File: src/rtl/ebox_mem_req.sv
// EBOX memory request initiator.
// Turns one-cycle microcode memory commands into held MBOX read/write/RPW cycles.
module ebox_mem_req #(
   parameter int unsigned TIMEOUT = 255
) (
   input  logic          clk,
   input  logic          reset,
   input  logic          start,
   input  logic          cmdRead,
   input  logic          cmdWrite,
   input  logic          cmdPSE,
   input  logic [13:35]  cmdVMA,
   input  logic [0:35]   cmdData,
   output logic          busy,
   output logic          paused,
   output logic          done,
   output logic [0:35]   dataOut,
   output logic          pageFail,
   output logic [0:10]   pfCode,
   output logic          timeout,
   output logic [13:35]  EBOX_VMA,
   output logic          req,
   output logic          read,
   output logic          write,
   output logic          PSE,
   output logic [0:35]   cacheDataWrite,
   input  logic [0:35]   cacheDataRead,
   input  logic [0:10]   pfDisp,
   input  logic          mboxResp
);

   localparam logic [2:0] ST_IDLE   = 3'd0;
   localparam logic [2:0] ST_RREQ   = 3'd1;
   localparam logic [2:0] ST_RWAIT  = 3'd2;
   localparam logic [2:0] ST_PAUSED = 3'd3;
   localparam logic [2:0] ST_WREQ   = 3'd4;
   localparam logic [2:0] ST_WWAIT  = 3'd5;

   localparam logic [7:0] TO_LIM = 8'(TIMEOUT);

   logic [2:0]   state_q, state_d;
   logic [7:0]   cnt_q, cnt_d;
   logic [13:35] vma_q, vma_d;
   logic [0:35]  cdw_q, cdw_d;
   logic [0:35]  dout_q, dout_d;
   logic [0:10]  pfc_q, pfc_d;
   logic         pse_q, pse_d;
   logic         done_q, done_d;
   logic         pf_q, pf_d;
   logic         to_q, to_d;
   logic [7:0]   cnt_inc;

   assign cnt_inc = cnt_q + 8'd1;

   // Next-state and datapath capture for the request sequencer
   always_comb begin
      state_d = state_q;
      cnt_d   = cnt_q;
      vma_d   = vma_q;
      cdw_d   = cdw_q;
      dout_d  = dout_q;
      pfc_d   = pfc_q;
      pse_d   = pse_q;
      done_d  = 1'b0;
      pf_d    = 1'b0;
      to_d    = 1'b0;
      unique case (state_q)
         ST_IDLE: begin
            if (start && (cmdRead != cmdWrite)) begin
               state_d = cmdRead ? ST_RREQ : ST_WREQ;
               pse_d   = cmdRead & cmdPSE;
               vma_d   = cmdVMA;
               cdw_d   = cmdData;
               cnt_d   = 8'd0;
            end
         end
         ST_PAUSED: begin
            // write half of RPW reuses the held VMA
            if (start && cmdWrite) begin
               state_d = ST_WREQ;
               cdw_d   = cmdData;
               cnt_d   = 8'd0;
            end
         end
         ST_RREQ: state_d = ST_RWAIT;
         ST_WREQ: state_d = ST_WWAIT;
         ST_RWAIT, ST_WWAIT: begin
            if (mboxResp) begin
               cdw_d = '0;
               if (pfDisp != '0) begin
                  pfc_d   = pfDisp;
                  pf_d    = 1'b1;
                  pse_d   = 1'b0;
                  state_d = ST_IDLE;
               end else begin
                  done_d = 1'b1;
                  if (state_q == ST_RWAIT) begin
                     dout_d  = cacheDataRead;
                     state_d = pse_q ? ST_PAUSED : ST_IDLE;
                     pse_d   = pse_q;
                  end else begin
                     state_d = ST_IDLE;
                     pse_d   = 1'b0;
                  end
               end
            end else if (cnt_inc == TO_LIM) begin
               to_d    = 1'b1;
               cdw_d   = '0;
               pse_d   = 1'b0;
               state_d = ST_IDLE;
            end else begin
               cnt_d = cnt_inc;
            end
         end
         default: state_d = ST_IDLE;
      endcase
   end

   // State and captured-value registers, synchronous reset
   always_ff @(posedge clk) begin
      if (reset) begin
         state_q <= ST_IDLE;
         cnt_q   <= '0;
         vma_q   <= '0;
         cdw_q   <= '0;
         dout_q  <= '0;
         pfc_q   <= '0;
         pse_q   <= 1'b0;
         done_q  <= 1'b0;
         pf_q    <= 1'b0;
         to_q    <= 1'b0;
      end else begin
         state_q <= state_d;
         cnt_q   <= cnt_d;
         vma_q   <= vma_d;
         cdw_q   <= cdw_d;
         dout_q  <= dout_d;
         pfc_q   <= pfc_d;
         pse_q   <= pse_d;
         done_q  <= done_d;
         pf_q    <= pf_d;
         to_q    <= to_d;
      end
   end

   assign busy           = (state_q == ST_RREQ) || (state_q == ST_RWAIT) ||
                           (state_q == ST_WREQ) || (state_q == ST_WWAIT);
   assign paused         = (state_q == ST_PAUSED);
   assign req            = (state_q == ST_RREQ) || (state_q == ST_WREQ);
   assign read           = (state_q == ST_RREQ) || (state_q == ST_RWAIT);
   assign write          = (state_q == ST_WREQ) || (state_q == ST_WWAIT);
   assign PSE            = pse_q;
   assign EBOX_VMA       = vma_q;
   assign cacheDataWrite = cdw_q;
   assign dataOut        = dout_q;
   assign pfCode         = pfc_q;
   assign done           = done_q;
   assign pageFail       = pf_q;
   assign timeout        = to_q;

endmodule

File: config.mk
export PLATFORM = sky130hd
export DESIGN_NAME = ebox_mem_req
export DESIGN_NICKNAME = d
export VERILOG_FILES = /design/src/rtl/ebox_mem_req.sv
export SDC_FILE = /design/constraint.sdc
export NUM_CORES = 1
export LEC_CHECK = 0
export ABC_CLOCK_PERIOD_IN_PS = 2800
export BUFFER_PORTS_ARGS = -buffer_cell sky130_fd_sc_hd__clkbuf_2
export CORE_ASPECT_RATIO = 1.1
export CORE_MARGIN = 3
export CORE_UTILIZATION = 46
export DETAILED_ROUTE_END_ITERATION = 10
export PLACE_DENSITY = 0.8
export SYNTH_ARGS = -nofsm -noshare
export SYNTH_HDL_FRONTEND = slang
export SYNTH_SLANG_ARGS = --single-unit
export TNS_END_PERCENT = 10
File: constraint.sdc
create_clock -name clk -period 2.8 [get_ports clk]
set_clock_uncertainty 0.2 [all_clocks]
set_input_delay 0.14 -clock clk [delete_from_list [all_inputs] [get_ports clk]]
set_output_delay 0.14 -clock clk [all_outputs]
set_load 0.02 [all_outputs]
-- After elaboration in Yosys (flattened, before gate mapping)
Index checks and enable logic that the tools add are counted.
- flip-flop bits (word level): 121
- input port bits: 113
- output and inout bits: 115
- logic and storage cells: 77
- $add $sub $neg: 1
- equality and inequality tests: 13
- multiplexer cells: 28
- bitwise operators: 4
- reduce and logical (&&, ||, !) cells: 21
- operator list (kind ; number):
    $mux W36 ; 4
    $pmux W36 S3 ; 1
    $mux W8 ; 4
    $pmux W8 S3 ; 1
    $mux W3 ; 5
    $pmux W3 S5 ; 1
    $reduce_and A4 Y1 ; 3
    $reduce_bool A11 Y1 ; 1
    $add A8 B1 Y8 const B ; 1
    $eq A8 B8 Y1 const B ; 1
    $mux W1 ; 8
    $eq A3 B2 Y1 const B ; 2
    $eq A3 B3 Y1 const B ; 2
    $mux W2 ; 3
    $ne A2 B2 Y1 const B ; 3
    $reduce_and A3 Y1 ; 2
    $reduce_or A3 Y1 ; 2
    $logic_or A1 B1 Y1 ; 5
    $reduce_and A5 Y1 ; 1
    $ne A4 B4 Y1 const B ; 1
    $eq A3 B1 Y1 const B ; 1
    $logic_not A3 Y1 ; 1
    $ne A3 B3 Y1 const B ; 1
    $not A1 Y1 ; 3
    9 further kinds ; 10

-- Logic depth before layout (Yosys ltp)
- word-level depth: 5
- gate-level depth with buffers: 8
- depth with buffers taken out: 7

-- Worst setup path after synthesis
OpenSTA, ideal clock, no wires.
- kind: flip-flop to flip-flop
- start point: reg cnt_q[0]
- end point: reg state_q[2]
- library setup time: 0.134 ns
- arrival: 1.714 ns
- data required time: 2.466 ns
- slack: 0.752 ns
- stages on the path, launching flop included: 8
- path buffers: 1
- period minus slack after synthesis: 2.048 ns
- cells stage by stage: dfxtp_1 -> ha_1 -> xnor2_1 -> nor3_4 -> a211oi_2 -> buf_2 -> a2111oi_1 -> nor4_1
- word-level cells in the longest chain between the ends: 4
- ends and longest elaborated chain (item ; line ; source):
    from (decl) ; 42 ; logic [7:0] cnt_q, cnt_d;
    from (signal assigned) ; 134 ; cnt_q <= cnt_d;
    $add A8 B1 Y8 ; 53 ; assign cnt_inc = cnt_q + 8'd1;
    $eq A8 B8 Y1 ; 106 ; end else if (cnt_inc == TO_LIM) begin
    $ne A3 B3 Y1 (no line) ; n/a ;
    $reduce_and A3 Y1 (no line) ; n/a ;
    to (signal assigned) ; 133 ; state_q <= state_d;
    to (decl) ; 41 ; logic [2:0] state_q, state_d;
No other way between the ends.
A chain may end at the register's enable or synchronous reset.

-- Worst setup path in the final report
- start point: reg state_q[2]
- end point: reg cdw_q, in the netlist cacheDataWrite[29]
- word-level cells in the longest chain between the ends: 4
- elaborated cells between the ends (all ways): 11
- those cells by class: eq/ne (6); mux (1); reduce/logical (4)
- ends and longest elaborated chain (item ; line ; source):
    $eq A3 B2 Y1 / $eq A3 B3 Y1 (equally long branches) ; 67 ; unique case (state_q)
    $reduce_or A2 Y1 ; 67 ;
    $ne A3 B3 Y1 (no line) / $reduce_bool A3 Y1 (equally long branches) ; n/a ;
    $reduce_and A4 Y1 (no line) ; n/a ;
    to (signal assigned) ; 136 ; cdw_q <= cdw_d;
    to (decl) ; 44 ; logic [0:35] cdw_q, cdw_d;
Several ways; a longest one is shown, not always the timed one.

==> results by stage <==
Outcome:
- The run finished with clean final reports.

Placement:
- The placed standard-cell area is between 5000 and 6000 sq um.
- In this run the tool buffered the top-level ports with 227 buffer cells.
- The detailed placer's ending HPWL is approximately 9500 microns.
- The congestion estimate from routability-driven global placement came to about 0.78.

Power and ir drop:
- The cell leakage power is between 3 and 4 nW.
- Net switching is about a third of the power.
- Sequential cells account for 33.3% of the total power.
- Cell internal power was estimated by the tool at ~4.3 mW.
- The power per cell area is slightly above 800 nW/um^2.
- The worst IR drop on VDD is approximately 0.53 mV.
- The switching power of the nets is 2.18 mW.
- The clock network burns between 30% and 40% of the power.
- The share of total power dissipated in combinational logic is between 20% and 30%.

Floorplan:
- The overall die height is 112 microns.
- The die area is between 10000 and 15000 sq um.
- The core region is 9940 sq um.
- The total number of placement rows is 38.
- The die outline width is between 100 and 150 microns.
- The initial utilization of the core area, before any placement, comes to 47.6%.
- The I/O pin count is 228.

Route:
- For this block, the initial DRC count from the detailed router was 494.
- The iteration count of the initial detailed-routing pass is 5.
- The count of unresolved DRC violations after routing is 0.
- The per-cell routed wire length is ~16 microns.
- Dividing the detail-routed via count by the number of cells gives approximately 5.3.
- The total wirelength of the detailed-routed design is about 17000 microns.
- The routed layout has roughly 5600 vias.
- The remaining antenna violation count after routing is 0.

Global route:
- The number of antenna violations at the first check in global routing is 0.
- After global routing the overflow that remains totals 0.
- The pin count of the biggest net entering global routing is 63.
- The via count of the first global-routing pass was ~5800.
- In the global route stage, overall resource usage came out at a little under 30%.
- The first global-routing pass estimated roughly 27000 microns of wire.

Min path:
- The path class of the tightest hold or removal check is in -> reg.

Layout:
- The share of final-layout standard cells stronger than drive strength 1 is a little under a third.
- For this run, the share of the core covered by cells in the final layout is 79.0%.
- The area growth from synthesis to layout is 66.1%.
- The number of antenna diodes in the final layout is 0.
- The number of nets in the final layout is just over 1000.
- The cell area after layout is ~7900 sq um.

Logic synthesis:
- Yosys attributes the largest share of cell area to dfxtp_1, nand2_1, a21oi_1.
- Counting distinct cell types in the post-synthesis netlist gives between 40 and 50.
- The mapped netlist covers ~4700 sq um.
- The number of synthesized flops with an enable pin is 0.
- Synthesis produced a netlist whose cell count is between 500 and 600.
- The post-synth net total is 690.
- The fraction of the yosys area taken by sequential cells is between 50% and 60%.
- The predominant post-synthesis flop cell is dfxtp_1.
- A synthesized cell averages around 8.2 sq um.
- The cell type contributing the most total cell area after synthesis is dfxtp_1.
- For this run, asynchronously set or reset flops after synthesis account for 0%.
- By count the netlist is led by nand2_1, dfxtp_1, a21oi_1.
- The number of warning messages in the yosys log is 0.
- The area share of the largest cell type after synthesis is between 50% and 60%.
- After synthesis the netlist holds a flip-flop and latch count of around 120.
- In the post-synthesis netlist, the cell with the most instances is nand2_1.

Timing:
- The relative slew slack is between 50% and 60%.
- The part of the cycle the worst path needs is slightly above 90%.
- The final hold violation count is 0.
- The worst path in the final design needs a cycle of 2580 ps, including I/O delays and setup.
- The number of pins with negative max-slew slack in the final report is 0.
- Setup repair after global routing left no endpoint under its margin.
- The slew at the pin closest to its max-slew limit is around 750 ps.
- The final setup TNS is 0 ps.
- The maximum clock frequency is around 390 MHz.
- The final setup violation count is 0.
- Across all hold checks on the routed design, the worst slack comes to ~73 ps.

CTS:
- The CTS clock-pin slew for the worst setup and hold paths is 60 ps.
- The sink count of the clock tree is 121.
- The H-tree depth is 4.
- The maximum number of buffers from clock root to sink is 2.
- TritonCTS built the clock tree.
- At the later pin of the worst-skew pair, clock insertion delay measures 500 ps.
- The root buffer cell is clkbuf_8.
- The TritonCTS buffer count is 17.

Worst setup path:
- The element type at the critical path end is a flip-flop.
- The critical path is of the reg -> reg type.
- Of all nets on the critical path, the largest fanout is 36.
- At the worst endpoint, the arrival time is roughly 2800 ps.
- For the worst setup path, the data required time is 3030 ps.
- STA classifies the critical path startpoint as a flip-flop.

Job:
- Max-cap violations in this run came to 0.
[flip-flops by register name, summed over array words and instances (netlist names)]
name and count:
cacheDataWrite 36, dataOut 36, EBOX_VMA 23, pfCode 11
cnt_q 8, state_q 3, PSE 1, done 1
pageFail 1, timeout 1
[routing by layer]
| layer | track usage [%] | part of all wire, % | wire [microns] |
|---|---|---|---|
| met3 | 8.89 | 7.8 | 1340 |
| met2 | 51.7 | 50 | 8640 |
| met5 | 0 | 0 | 0 |
| met4 | 16.6 | 4.8 | 826 |
| met1 | 29.4 | 37 | 6340 |
[layout make-up]
| type | count | area, sq um |
|---|---|---|
| multi-input combinational | 405 | 2130 |
| clock inverter | 14 | 221 |
| fill | 575 | 2090 |
| inverter | 9 | 33.8 |
| clock buffer | 18 | 428 |
| timing repair buffer | 362 | 2470 |
| tap | 120 | 150 |
| sequential | 121 | 2420 |
[critical path: stages, from the launching register on]
cell and delay (ps):
dfxtp_1 650, and3b_2 430, nor2_2 150, a211oi_4 350, buf_4 360, o21ai_0 180, a21oi_1 180
[kinds of logic (layout without fill, tap and decap cells)]
kind of cell | after synthesis | after routing | synth area share (%)
adder cells (fa/ha/maj) | 2 | 2 | 0.529
buffers and inverters | 50 | 403 | 4.45
AO/OA/AOI/OAI | 168 | 168 | 20.0
XOR/XNOR | 6 | 6 | 1.27
AND/OR/NAND/NOR | 216 | 217 | 19.9
flip-flops | 121 | 121 | 51.3
multiplexers | 12 | 12 | 2.54
[layout by cell type, fill, tap and decap left out, drive strengths merged, types with 2 or more instances in the layout]
master       netlist  layout
nor4               5       5
bufinv             0       5
nor3               5       6
xnor2              5       5
a22o               2       2
ha                 2       2
inv                9      10
dfxtp            121     121
buf               12      10
a21o               2       2
and2               3       3
nand2            159     159
a2111oi            2       2
nand3              5       5
clkinv             0       8
o31ai              2       2
and3               4       4
nand4              2       2
nor3b              4       4
a221o              2       2
a21oi            102     102
clkbuf            29     244
dlygate4sd3        0     126
o21ai             44      44
nor2b              3       3
mux2i             12      12
nor2              22      22
[stage by stage]
step	cells	setup slack (ps)	power (mW)
after floorplan	575	752	3.29
after global placement	890	307	3.78
after detailed placement	890	166	3.84
after CTS	1048	122	6.37
after global routing	1049	16.3	6.71
final	1049	220	6.44
[power groups by stage]
stage          combinational (mW)  clock [mW]  sequential (mW)
2_1_floorplan               0.910           0             2.38
3_3_place_gp                 1.62           0             2.15
3_5_place_dp                 1.67           0             2.17
4_1_cts                      1.84        2.40             2.14
5_1_grt                      2.08        2.46             2.17
6_report                     1.92        2.38             2.14
[final timing paths]
| check | startpoint | end | slack (ps) | depth (start not counted) |
|---|---|---|---|---|
| setup / recovery | state_q[2] | cacheDataWrite[29] | 220 | 6 |
| hold / removal | start | PSE | 70 | 4 |
| setup reg to reg | state_q[2] | cacheDataWrite[29] | 220 | 6 |
| hold reg to reg | dataOut[29] | dataOut[29] | 260 | 2 |
[repair_timing]
action	in CTS	in global routing
hold buffers	126	0
setup buffers	0	0
resized for setup	0	1
hold endpoints to repair	119	0
setup endpoints to repair	0	32
Note: power is estimated with default switching activity, not from simulation.
